## src/rtl/l2_node_rx_port.sv

```systemverilog
// rtl/l2_node_rx_port.sv - receive port of one end node in the L2 switch simulator
//
// Accepts 3-byte frames {DST,SRC} / {x,PAYLOAD} / checksum (B0^B1) from a
// switch egress port, validates checksum and destination, and presents the
// delivered frame to the node's display logic with statistics counters.
//
// Ports:
//   FPGA_CLK, FPGA_RST_BTN          clock, async active-low reset
//   in_valid/in_sof/in_data/in_ready  byte-serial ingress handshake
//   out_valid/out_ready              delivered-frame handshake
//   out_dst/out_src/out_payload      delivered frame fields
//   flag_clr/rx_flag                 sticky receive indicator and its clear
//   rx_frame_cnt/crc_err_cnt/sync_err_cnt  saturating 8-bit statistics

module l2_node_rx_port #(
  parameter logic [3:0] NODE_ADDR  = 4'hA,
  parameter logic [3:0] BCAST_ADDR = 4'hF
) (
  input  logic       FPGA_CLK,
  input  logic       FPGA_RST_BTN,
  input  logic       in_valid,
  input  logic       in_sof,
  input  logic [7:0] in_data,
  output logic       in_ready,
  output logic       out_valid,
  input  logic       out_ready,
  output logic [3:0] out_dst,
  output logic [3:0] out_src,
  output logic [3:0] out_payload,
  input  logic       flag_clr,
  output logic       rx_flag,
  output logic [7:0] rx_frame_cnt,
  output logic [7:0] crc_err_cnt,
  output logic [7:0] sync_err_cnt
);

  typedef enum logic [1:0] {S_IDLE, S_PAY, S_CHK, S_OUT} state_t;

  state_t     r_state;
  state_t     w_state_nxt;
  logic [7:0] r_hdr;
  logic [7:0] r_pay;
  logic [3:0] r_out_dst;
  logic [3:0] r_out_src;
  logic [3:0] r_out_payload;
  logic       r_rx_flag;
  logic [7:0] r_rx_frame_cnt;
  logic [7:0] r_crc_err_cnt;
  logic [7:0] r_sync_err_cnt;

  logic w_xfer;
  logic w_latch_hdr;
  logic w_latch_pay;
  logic w_deliver;
  logic w_sync_err;
  logic w_crc_err;
  logic w_dst_match;

  function automatic logic [7:0] sat_inc(input logic [7:0] v);
    return (v == 8'hFF) ? v : v + 8'd1;
  endfunction

  assign in_ready    = (r_state != S_OUT);
  assign out_valid   = (r_state == S_OUT);
  assign w_xfer      = in_valid && in_ready;
  assign w_dst_match = (r_hdr[7:4] == NODE_ADDR) || (r_hdr[7:4] == BCAST_ADDR);

  always_comb begin
    w_state_nxt = r_state;
    w_latch_hdr = 1'b0;
    w_latch_pay = 1'b0;
    w_deliver   = 1'b0;
    w_sync_err  = 1'b0;
    w_crc_err   = 1'b0;
    case (r_state)
      S_IDLE: begin
        if (w_xfer) begin
          if (in_sof) begin
            w_latch_hdr = 1'b1;
            w_state_nxt = S_PAY;
          end else begin
            w_sync_err = 1'b1;
          end
        end
      end
      S_PAY: begin
        if (w_xfer) begin
          if (in_sof) begin
            // Header arriving mid-frame restarts the frame with this byte.
            w_sync_err  = 1'b1;
            w_latch_hdr = 1'b1;
          end else begin
            w_latch_pay = 1'b1;
            w_state_nxt = S_CHK;
          end
        end
      end
      S_CHK: begin
        if (w_xfer) begin
          if (in_sof) begin
            w_sync_err  = 1'b1;
            w_latch_hdr = 1'b1;
            w_state_nxt = S_PAY;
          end else if (in_data != (r_hdr ^ r_pay)) begin
            w_crc_err   = 1'b1;
            w_state_nxt = S_IDLE;
          end else if (w_dst_match) begin
            w_deliver   = 1'b1;
            w_state_nxt = S_OUT;
          end else begin
            w_state_nxt = S_IDLE;
          end
        end
      end
      S_OUT: begin
        if (out_ready) begin
          w_state_nxt = S_IDLE;
        end
      end
      default: w_state_nxt = S_IDLE;
    endcase
  end

  always_ff @(posedge FPGA_CLK or negedge FPGA_RST_BTN) begin
    if (!FPGA_RST_BTN) begin
      r_state        <= S_IDLE;
      r_hdr          <= 8'h00;
      r_pay          <= 8'h00;
      r_out_dst      <= 4'h0;
      r_out_src      <= 4'h0;
      r_out_payload  <= 4'h0;
      r_rx_flag      <= 1'b0;
      r_rx_frame_cnt <= 8'h00;
      r_crc_err_cnt  <= 8'h00;
      r_sync_err_cnt <= 8'h00;
    end else begin
      r_state <= w_state_nxt;
      if (w_latch_hdr) r_hdr <= in_data;
      if (w_latch_pay) r_pay <= in_data;
      if (w_deliver) begin
        r_out_dst      <= r_hdr[7:4];
        r_out_src      <= r_hdr[3:0];
        r_out_payload  <= r_pay[3:0];
        r_rx_frame_cnt <= sat_inc(r_rx_frame_cnt);
      end
      // A delivery on the same edge as a clear leaves the flag set.
      if (w_deliver)     r_rx_flag <= 1'b1;
      else if (flag_clr) r_rx_flag <= 1'b0;
      if (w_crc_err)  r_crc_err_cnt  <= sat_inc(r_crc_err_cnt);
      if (w_sync_err) r_sync_err_cnt <= sat_inc(r_sync_err_cnt);
    end
  end

  assign out_dst      = r_out_dst;
  assign out_src      = r_out_src;
  assign out_payload  = r_out_payload;
  assign rx_flag      = r_rx_flag;
  assign rx_frame_cnt = r_rx_frame_cnt;
  assign crc_err_cnt  = r_crc_err_cnt;
  assign sync_err_cnt = r_sync_err_cnt;

endmodule

```

## config.mk

```make
export PLATFORM = sky130hd
export DESIGN_NAME = l2_node_rx_port
export DESIGN_NICKNAME = d
export VERILOG_FILES = /design/src/rtl/l2_node_rx_port.sv
export SDC_FILE = /design/constraint.sdc
export NUM_CORES = 1
export LEC_CHECK = 0
export ABC_AREA = 1
export CAP_MARGIN = 15
export CORE_MARGIN = 2
export CORE_UTILIZATION = 47
export CTS_CLUSTER_DIAMETER = 200
export DETAILED_ROUTE_END_ITERATION = 7
export GPL_TIMING_DRIVEN = 0
export PLACE_DENSITY = 0.83
export SETUP_SLACK_MARGIN = 0.1
export SLEW_MARGIN = 40
export SYNTH_ARGS = -nofsm -noshare
export SYNTH_HDL_FRONTEND = slang
export SYNTH_SLANG_ARGS = --single-unit
```

## constraint.sdc

```tcl
create_clock -name FPGA_CLK -period 1.99 [get_ports FPGA_CLK]
set_clock_uncertainty 0.2 [all_clocks]
set_input_delay 0.2985 -clock FPGA_CLK [delete_from_list [all_inputs] [get_ports FPGA_CLK]]
set_output_delay 0.2985 -clock FPGA_CLK [all_outputs]
set_load 0.005 [all_outputs]
```

# Word level (Yosys, flattened, before mapping)
# Cells that the tools add are included.
# word_totals
regBits,55
out_inout_bits,39
word_cells,71
# op_classes
n_addsub,3
eq_ne,16
mux,28
bitwise_logic,4
n_reduce_logical,10
# ops
cell,n
$add A8 B1 Y8 const B,3
$eq A8 B8 Y1 const B,3
$mux W2,9
$mux W1,17
$ne A2 B2 Y1 const B,6
$eq A4 B4 Y1 const B,2
$ne A8 B8 Y1,1
$pmux W2 S4,1
$xor A8 B8 Y8,1
$reduce_and A2 Y1,3
$reduce_and A6 Y1,1
$eq A2 B2 Y1 const B,2
$not A1 Y1,3
$reduce_or A3 Y1,1
$eq A2 B1 Y1 const B,1
$logic_not A2 Y1,1
$ne A2 B1 Y1 const B,1
$pmux W1 S2,1
$reduce_bool A2 Y1,1
$reduce_or A2 Y1,1
$logic_and A1 B1 Y1,1
$logic_or A1 B1 Y1,1

# Logic depth before layout (Yosys ltp)
# Gate-level depths: netlist of run 1.
# logic_depth
ltp_word,8
depth_mapped,13

# Least setup slack after synthesis of run 1
# Ideal clock, no wire load.
# synth_path
kind,reg2reg
startpoint,reg r_state[0]
endpoint,"reg r_crc_err_cnt[7], in the netlist crc_err_cnt[7]"
setup_time_ns,0.123
arrival_ns,1.667
t_required_ns,1.667
slack_ns,0.000
stages_incl_launch_ff,11
n_path_buf,0
path_cell_list,dfrtp_1 ha_1 inv_2 nand2_2 inv_2 nand3_2 a31oi_1 nand2_2 nor2_2 nand2_1 xnor2_1
# synth_between
elab_chain_cells,5
word_cells_on_any_way,6
cone_classes,eq/ne (2); mux (2); reduce/logical (2)
# synth_rtl
element,line_no,rtl
from (decl),39,state_t r_state;
from (signal assigned),137,r_state <= w_state_nxt;
$ne A2 B2 Y1,63,assign in_ready = (r_state != S_OUT);
net in_ready,24,"output logic in_ready,"
$logic_and A1 B1 Y1,65,assign w_xfer = in_valid && in_ready;
$mux W1,99,if (w_xfer) begin
$mux W1,75,case (r_state)
$reduce_and A2 Y1 (no line),n/a,
to (signal assigned),149,if (w_crc_err) r_crc_err_cnt <= sat_inc(r_crc_err_cnt);
to (decl),48,logic [7:0] r_crc_err_cnt;
# The timed path passes the listed nets, and every way through them passes these cells.
# A chain may end at the register's enable or synchronous reset.

# Final worst setup path of run 1
# layout_path
startpoint,reg r_hdr[1]
endpoint,"reg r_rx_frame_cnt[7], in the netlist rx_frame_cnt[7]"
# layout_between
elab_chain_cells,7
# layout_rtl
element,line_no,rtl
from (decl),41,logic [7:0] r_hdr;
from (signal assigned),138,if (w_latch_hdr) r_hdr <= in_data;
$xor A8 B8 Y8,104,end else if (in_data != (r_hdr ^ r_pay)) begin
$ne A8 B8 Y1,104,
$mux W1,104,
$mux W1,100,if (in_sof) begin
$mux W1,99,
$mux W1,75,
$reduce_and A2 Y1 (no line),n/a,
to (signal assigned),144,r_rx_frame_cnt <= sat_inc(r_rx_frame_cnt);
to (decl),47,logic [7:0] r_rx_frame_cnt;
# Every way passes these cells.

==> impl_results.md, run 1 <==
- Status: finished with violations
- Failing checks: setup timing
- Width of the die: 80.8 um
- Worst slack at placement: -0.224 ns
- Most common cell in the synthesized netlist: nand2_1
- Setup TNS: -0.00354 ns
- RSZ-0062 raised after global routing: true
- Routability cong.: 0.827
- Seq cells post-synth: 55
- Critical path data required time: 2.00 ns
- Cell Area, Synth: 2770 um2
- Most used cell along the critical path: nand2_1
- Cell taking the most area after synthesis: dfrtp_1
- Worst setup endpoint: rx_frame_cnt[7]
- N_diodes: 0
- Starting density of the core: 49.4%
- Placement Cell Area: 3410 um2
- Worst-skew pair later-pin latency: 0.31 ns
- Initial antenna violation count: 0
- CP Cell Sequence: inv_1 > nand2_1 > nand2_1 > nand2_1 > nand2_1 > nand2_2 > nor2_4 > nand3_1 > nor2_4 > nand4_1 > nand2_1 > inv_1
- First-pass GRT wire length: 10,100 um
- LEAKAGE: 1.89 nW
- Total number of vias: 2,552
- Tmin final: 1.99 ns
- Top FF cell, synth: dfrtp_1
- Die Y: 80.8 um
- Total CTS buffers: 5
- Minimum setup slack in the final design: -0.00354 ns
- Total gr overflow: 0
- Layout cells sized above 1: 23.8%
- FF-to-FF End: rx_frame_cnt[7]
- Net Count, Synth: 353
- GR Util All Layers: 19.9%
- Slew headroom: 77.8%
- Pwr Density: 1060 nW/um2
- Clock Sinks: 55
- Dpl hpwl: 4480 um
- IO buf count: 52
- R2r setup slk: -0.004 ns
- WL/cell: 14.9 um
- Crit-path slowest cell: dfrtp_1
- Area added between synthesis and finish: 40.3%
- H-tree depth: 2
- Largest net degree at the start of global routing: 38
- Largest stage delay, worst path: 0.41 ns
- Die ar.: 6520 um2
- Post-synthesis cell count: 331
- CP arrival: 2.00 ns
- Router iterations before antenna repair: 5
- Hold WC Path Type: input port to async pin
- Max Slew Vio Count: 0
- Number of global-route vias before repair: 2,283
- Slew of the pin with the lowest slew margin: 0.334 ns
- Root Buffer: clkbuf_8
- Final routed DRC violation total: 0
- Starting DRT DRC Count: 173
- Final number of setup-violating endpoints: 1
- Row cnt: 27
- Worst vdd ir: 528 uV
- Number of flops mapped to enable cells by yosys: 0
- DR vias/cell: 5.28
- I/O pin cnt: 53
- Crit share post-route: 100%
- CTS Buffer Depth: 2
- Detailed Route WL: 7210 um
- Max cap viols: 0
- CP startpoint: r_hdr[1]
- Core area: 5610 um2
- ANT nets after route: 0
- Crit path kind: register to register
- TritonCTS clock tree: done
- Launch point of the worst reg-to-reg path: r_hdr[1]
- Max Freq: 502 MHz
- Top cells by count, synth: nand2_1 (96), dfrtp_1 (55), inv_1 (44)
- Crit start category: register
- Nets@finish: 434
- Syn Area/Cell: 8.37 um2
- Worst reg2reg path depth: 12
- Yosys warns: 0
- Distinct cells, synth: 29
- Share of the synthesized area in the top cell type: 49.7%
- Crit end category: register
- Top cells by area, synth: dfrtp_1 (50%), nand2_1 (13%), inv_1 (6.0%)
- Total power: 4.10 mW
- Hold Vio Cnt, Final: 0
- Crit path max fanout: 4
- CTS clk-pin slew, worst paths: 0.09 ns
- Seq/Total Area, Yosys: 49.7%
- Post-route cell area: 3880 um2
- Ys async rst share: 100%
==> area by class of cell <==
| type | count | area [um2] |
|---|---|---|
| Buffer | 4 | 38.8 |
| Tap cell | 72 | 90.1 |
| Clock buffer | 6 | 72.6 |
| Inverter | 48 | 190 |
| Timing Repair Buffer | 73 | 692 |
| Sequential cell | 55 | 1380 |
| Fill cell | 395 | 1720 |
| Multi-Input combinational cell | 225 | 1420 |
==> flip-flops by register name, indices dropped and copies added (netlist names) <==
register	flops
out_payload	4
sync_err_cnt	8
crc_err_cnt	8
out_dst	4
rx_frame_cnt	8
r_state	2
r_hdr	8
out_src	4
r_pay	8
rx_flag	1
==> worst max-delay path: cells and delay by family, from the launching register on <==
| family | cells | cell delay, ns |
|---|---|---|
| buffers and inverters | 2 | 0.13 |
| flip-flops | 1 | 0.41 |
| AND/OR/NAND/NOR | 10 | 1.16 |
==> cell usage in the layout, fill, tap and decap left out, drive strengths merged <==
cell type / Yosys / final
dlygate4sd2: 0 / 3
dlygate4sd3: 0 / 1
nor2: 23 / 23
o211ai: 1 / 1
nand2: 101 / 101
nand3: 22 / 22
inv: 48 / 48
xor2: 12 / 12
nor3: 2 / 2
a21oi: 2 / 2
dfrtp: 55 / 55
or2: 3 / 3
mux2: 1 / 1
a31oi: 1 / 1
ha: 8 / 8
clkbuf: 2 / 6
clkdlybuf4s15: 0 / 1
nand4: 6 / 7
xnor2: 5 / 5
o31ai: 1 / 1
a22oi: 1 / 1
clkdlybuf4s50: 0 / 47
o21ai: 32 / 32
o221ai: 1 / 1
buf: 2 / 25
nand3b: 2 / 2
==> worst min-delay path by stage <==
stage                  from             end  cells after the start
5_1_grt        FPGA_RST_BTN  crc_err_cnt[7]                      2
2_1_floorplan  FPGA_RST_BTN  crc_err_cnt[0]                      0
3_3_place_gp     out_dst[1]      out_dst[1]                      1
4_1_cts        FPGA_RST_BTN        r_hdr[2]                      2
6_report       FPGA_RST_BTN        r_hdr[2]                      2
3_5_place_dp   FPGA_RST_BTN        r_hdr[2]                      1
==> what timing repair did <==
action                                  4_1_cts  5_1_grt
buffers inserted                              6       11
gates cloned                                  1        2
endpoints found under the setup margin       49       48
hold endpoints to repair                     55        0
resized for setup                            28       53
hold buffers                                  1        0
pin swaps                                    10       14
==> stage by stage <==
stage	hold slack [ns]	utilization (%)	cells
detailed placement	-0.0105	60.8	456
global placement	0.255	60.5	455
floorplan	-0.197	-	331
CTS	0.204	64.7	470
finish	0.205	69.3	483
global route	0.219	69.3	483
==> report_power, final <==
part / internal (mW) / switching [mW]
Combinational: 0.826 / 0.992
Sequential: 1.40 / 0.313
Clock: 0.236 / 0.340
Total: 2.46 / 1.64
==> logic make-up after synthesis <==
kind of cell / share of synthesized area [%]
adders and majority gates: 3.62
DFF: 49.7
buffers and inverters: 7.14
xor gates and xnor gates: 5.38
muxes: 0.407
AOI/OAI and AO/OA: 7.50
and+or+nand+nor: 26.3
==> layer usage <==
metal	vias up	global-route usage, %	wire length (um)	share of wire, %
met2	87	35.0	3780	52
met5	-	0	0	0
met4	0	6.78	140	1.9
met3	13	3.33	287	4.0
met1	1244	24.8	3000	42
li1	1208	-	-	-
No activity file was read; power rests on OpenSTA's default activity.
==> run 2, diff against run 1 <==
- CORE_UTILIZATION: 47 -> 52
- PLACE_DENSITY: 0.83 -> 0.87
- clock period: 1.99 -> 1.86 ns (I/O delays scaled with it)
==> impl_results.md, run 2 (synthesis gave the netlist of run 1 again) <==
- Hold WC Path Type: input port to register
- Multi-input logic area: 1460 um2 (+2.3%)
- Area added between synthesis and finish: 53.1%
- Initial antenna violation count: 0 (unchanged)
- Final number of setup-violating endpoints: 46 (+45)
- Layout cells sized above 1: 32.4% (+8.6 points)
- Worst vdd ir: 673 uV (+28%)
- LEAKAGE: 2.12 nW (+12%)
- Total gr overflow: 0 (unchanged)
- CP startpoint: r_hdr[0]
- Crit start category: register
- Pwr Density: 1180 nW/um2 (+11%)
- TritonCTS clock tree: done
- RSZ-0062 raised after global routing: true
- Total number of vias: 2,939 (+15%)
- Nets@finish: 462 (+6.5%)
- Clock Sinks: 55 (unchanged)
- Slew headroom: 71.6% (-6.2 points)
- Hold slack: 0.195 ns (-0.00982 ns)
- Max Slew Vio Count: 0 (unchanged)
- Crit path max fanout: 4 (unchanged)
- CP arrival: 2.19 ns (+0.19 ns)
- CTS Buffer Depth: 2 (unchanged)
- Dpl hpwl: 4420 um (-1.5%)
- Crit end category: register
- Critical path data required time: 1.89 ns (-0.11 ns)
- R2r setup slk: -0.31 ns (-0.30 ns)
- Row cnt: 26 (-3.7%)
- Number of global-route vias before repair: 2,567 (+12%)
- Router iterations before antenna repair: 8 (+3)
- H-tree depth: 2 (unchanged)
- Minimum setup slack in the final design: -0.306 ns (-0.302 ns)
- Worst reg2reg path depth: 13 (+1)
- Status: finished with violations
- First-pass GRT wire length: 11,700 um (+16%)
- Worst setup endpoint: rx_frame_cnt[7]
- Hold Vio Cnt, Final: 0 (unchanged)
- Core area: 5110 um2 (-8.9%)
- Root Buffer: clkbuf_8
- WL/cell: 19.0 um (+27%)
- Failing checks: setup timing
- Worst slack at placement: -0.355 ns (-0.130 ns)
- Routability cong.: 0.897 (+8.4%)
- Die Y: 77.0 um (-4.7%)
- # fillers: 258 (-35%)
- Reg area: 1380 um2 (+0.27%)
- Worst-skew pair later-pin latency: 0.33 ns (+0.02 ns)
- GR Util All Layers: 24.8% (+5.0 points)
- Max cap viols: 0 (unchanged)
- Die ar.: 5920 um2 (-9.2%)
- Most frequent cells in the layout: nand2_1 (78), dfrtp_1 (51), clkdlybuf4s50_1 (42), buf_4 (38), inv_1 (34)
- Starting DRT DRC Count: 281 (+62%)
- Crit share post-route: 116% (+16 points)
- Crit path kind: register to register
- Starting density of the core: 54.2% (+4.8 points)
- IO buf count: 52 (unchanged)
- ANT nets after route: 0 (unchanged)
- DR vias/cell: 5.75 (+8.9%)
- FF-to-FF End: rx_frame_cnt[7]
- N_diodes: 0 (unchanged)
- Total CTS buffers: 5 (unchanged)
- CTS clk-pin slew, worst paths: 0.12 ns (+0.03 ns)
- Largest net degree at the start of global routing: 31 (-18%)
- Max Freq: 462 MHz (-7.9%)
- I/O pin cnt: 53 (unchanged)
- Detailed Route WL: 9720 um (+35%)
- Setup TNS: -7.08 ns (-7.07 ns)
- Launch point of the worst reg-to-reg path: r_hdr[0]
- Commonest non-fill, non-tap cell in the layout: nand2_1
- Slew of the pin with the lowest slew margin: 0.422 ns (+0.0882 ns)
- Tmin final: 2.17 ns (+0.172 ns)
- Final routed DRC violation total: 0 (unchanged)
- Width of the die: 77.0 um (-4.7%)
==> run 2: cell types whose count changed in the layout (fill, tap and decap cells not counted), moves of 5 or more <==
cell / before / now
buf_4: 17 / 38
nor2_1: 13 / 6
clkdlybuf4s50_1: 47 / 42
dlymetal6s2s_1: 0 / 5
o21ai_1: 5 / 10
==> run 2: worst min-delay path by stage <==
| stage | start | to | slack (ns) | cells after the start |
|---|---|---|---|---|
| after floorplan | FPGA_RST_BTN | crc_err_cnt[0] | -0.22 | 0 |
| after global placement | out_dst[3] | out_dst[3] | 0.26 | 1 |
| after detailed placement | FPGA_RST_BTN | rx_flag | 0.03 | 1 |
| after CTS | in_data[2] | r_pay[2] | 0.20 | 3 |
| after global routing | in_data[0] | r_pay[0] | 0.21 | 3 |
| final | in_data[0] | r_pay[0] | 0.19 | 3 |
==> run 2: layout make-up <==
| cell class | instances | share of cell area, % |
|---|---|---|
| Clock buffer | 5 | 1.62 |
| Sequential cell | 55 | 32.6 |
| Tap cell | 70 | 2.07 |
| Timing Repair Buffer | 102 | 23.1 |
| Multi-Input combinational cell | 224 | 34.3 |
| Buffer | 4 | 1.24 |
| Clock inverter | 3 | 0.531 |
| Inverter | 48 | 4.49 |
==> run 2: stage by stage <==
step                instances  area [um2]  power, mW  util (%)
floorplan                 331        2810       2.75         -
global placement          453        3420       3.23      67.0
detailed placement        454        3440       3.36      67.3
CTS                       486        3860       4.40      75.6
global route              511        4240       5.20      83.0
finish                    511        4240       4.98      83.0
==> run 2: critical path, stage by stage (launching register included) <==
cell	delay, ns
dfrtp_1	0.43
inv_1	0.12
nand2_1	0.10
nand2_1	0.07
nand2_1	0.07
nand2_1	0.12
nand2_2	0.10
nor2_4	0.16
buf_6	0.13
nand3_4	0.07
nor2_4	0.20
nand4_1	0.15
nand2_1	0.10
inv_1	0.05
==> run 2: what timing repair did <==
item                                    4_1_cts  5_1_grt
resized for setup                            57       54
hold endpoints to repair                     29        0
cloned                                        0        2
endpoints found under the setup margin       55       69
hold buffers                                  1        0
buffers inserted                             23       23
pin swaps                                    31       30
==> run 2: where the power goes <==
group	switching [mW]	total [mW]	internal (mW)
clock	0.437	0.711	0.274
combinational	1.34	2.43	1.09
sequential	0.347	1.84	1.49
total	2.12	4.98	2.86
==> run 2: per-layer routing <==
layer,up-vias,part of all wire [%],track usage [%]
met5,-,0,0
met1,1440,37,29.1
li1,1265,-,-
met2,170,51,44.1
met4,0,5.7,11.8
met3,64,5.8,4.35
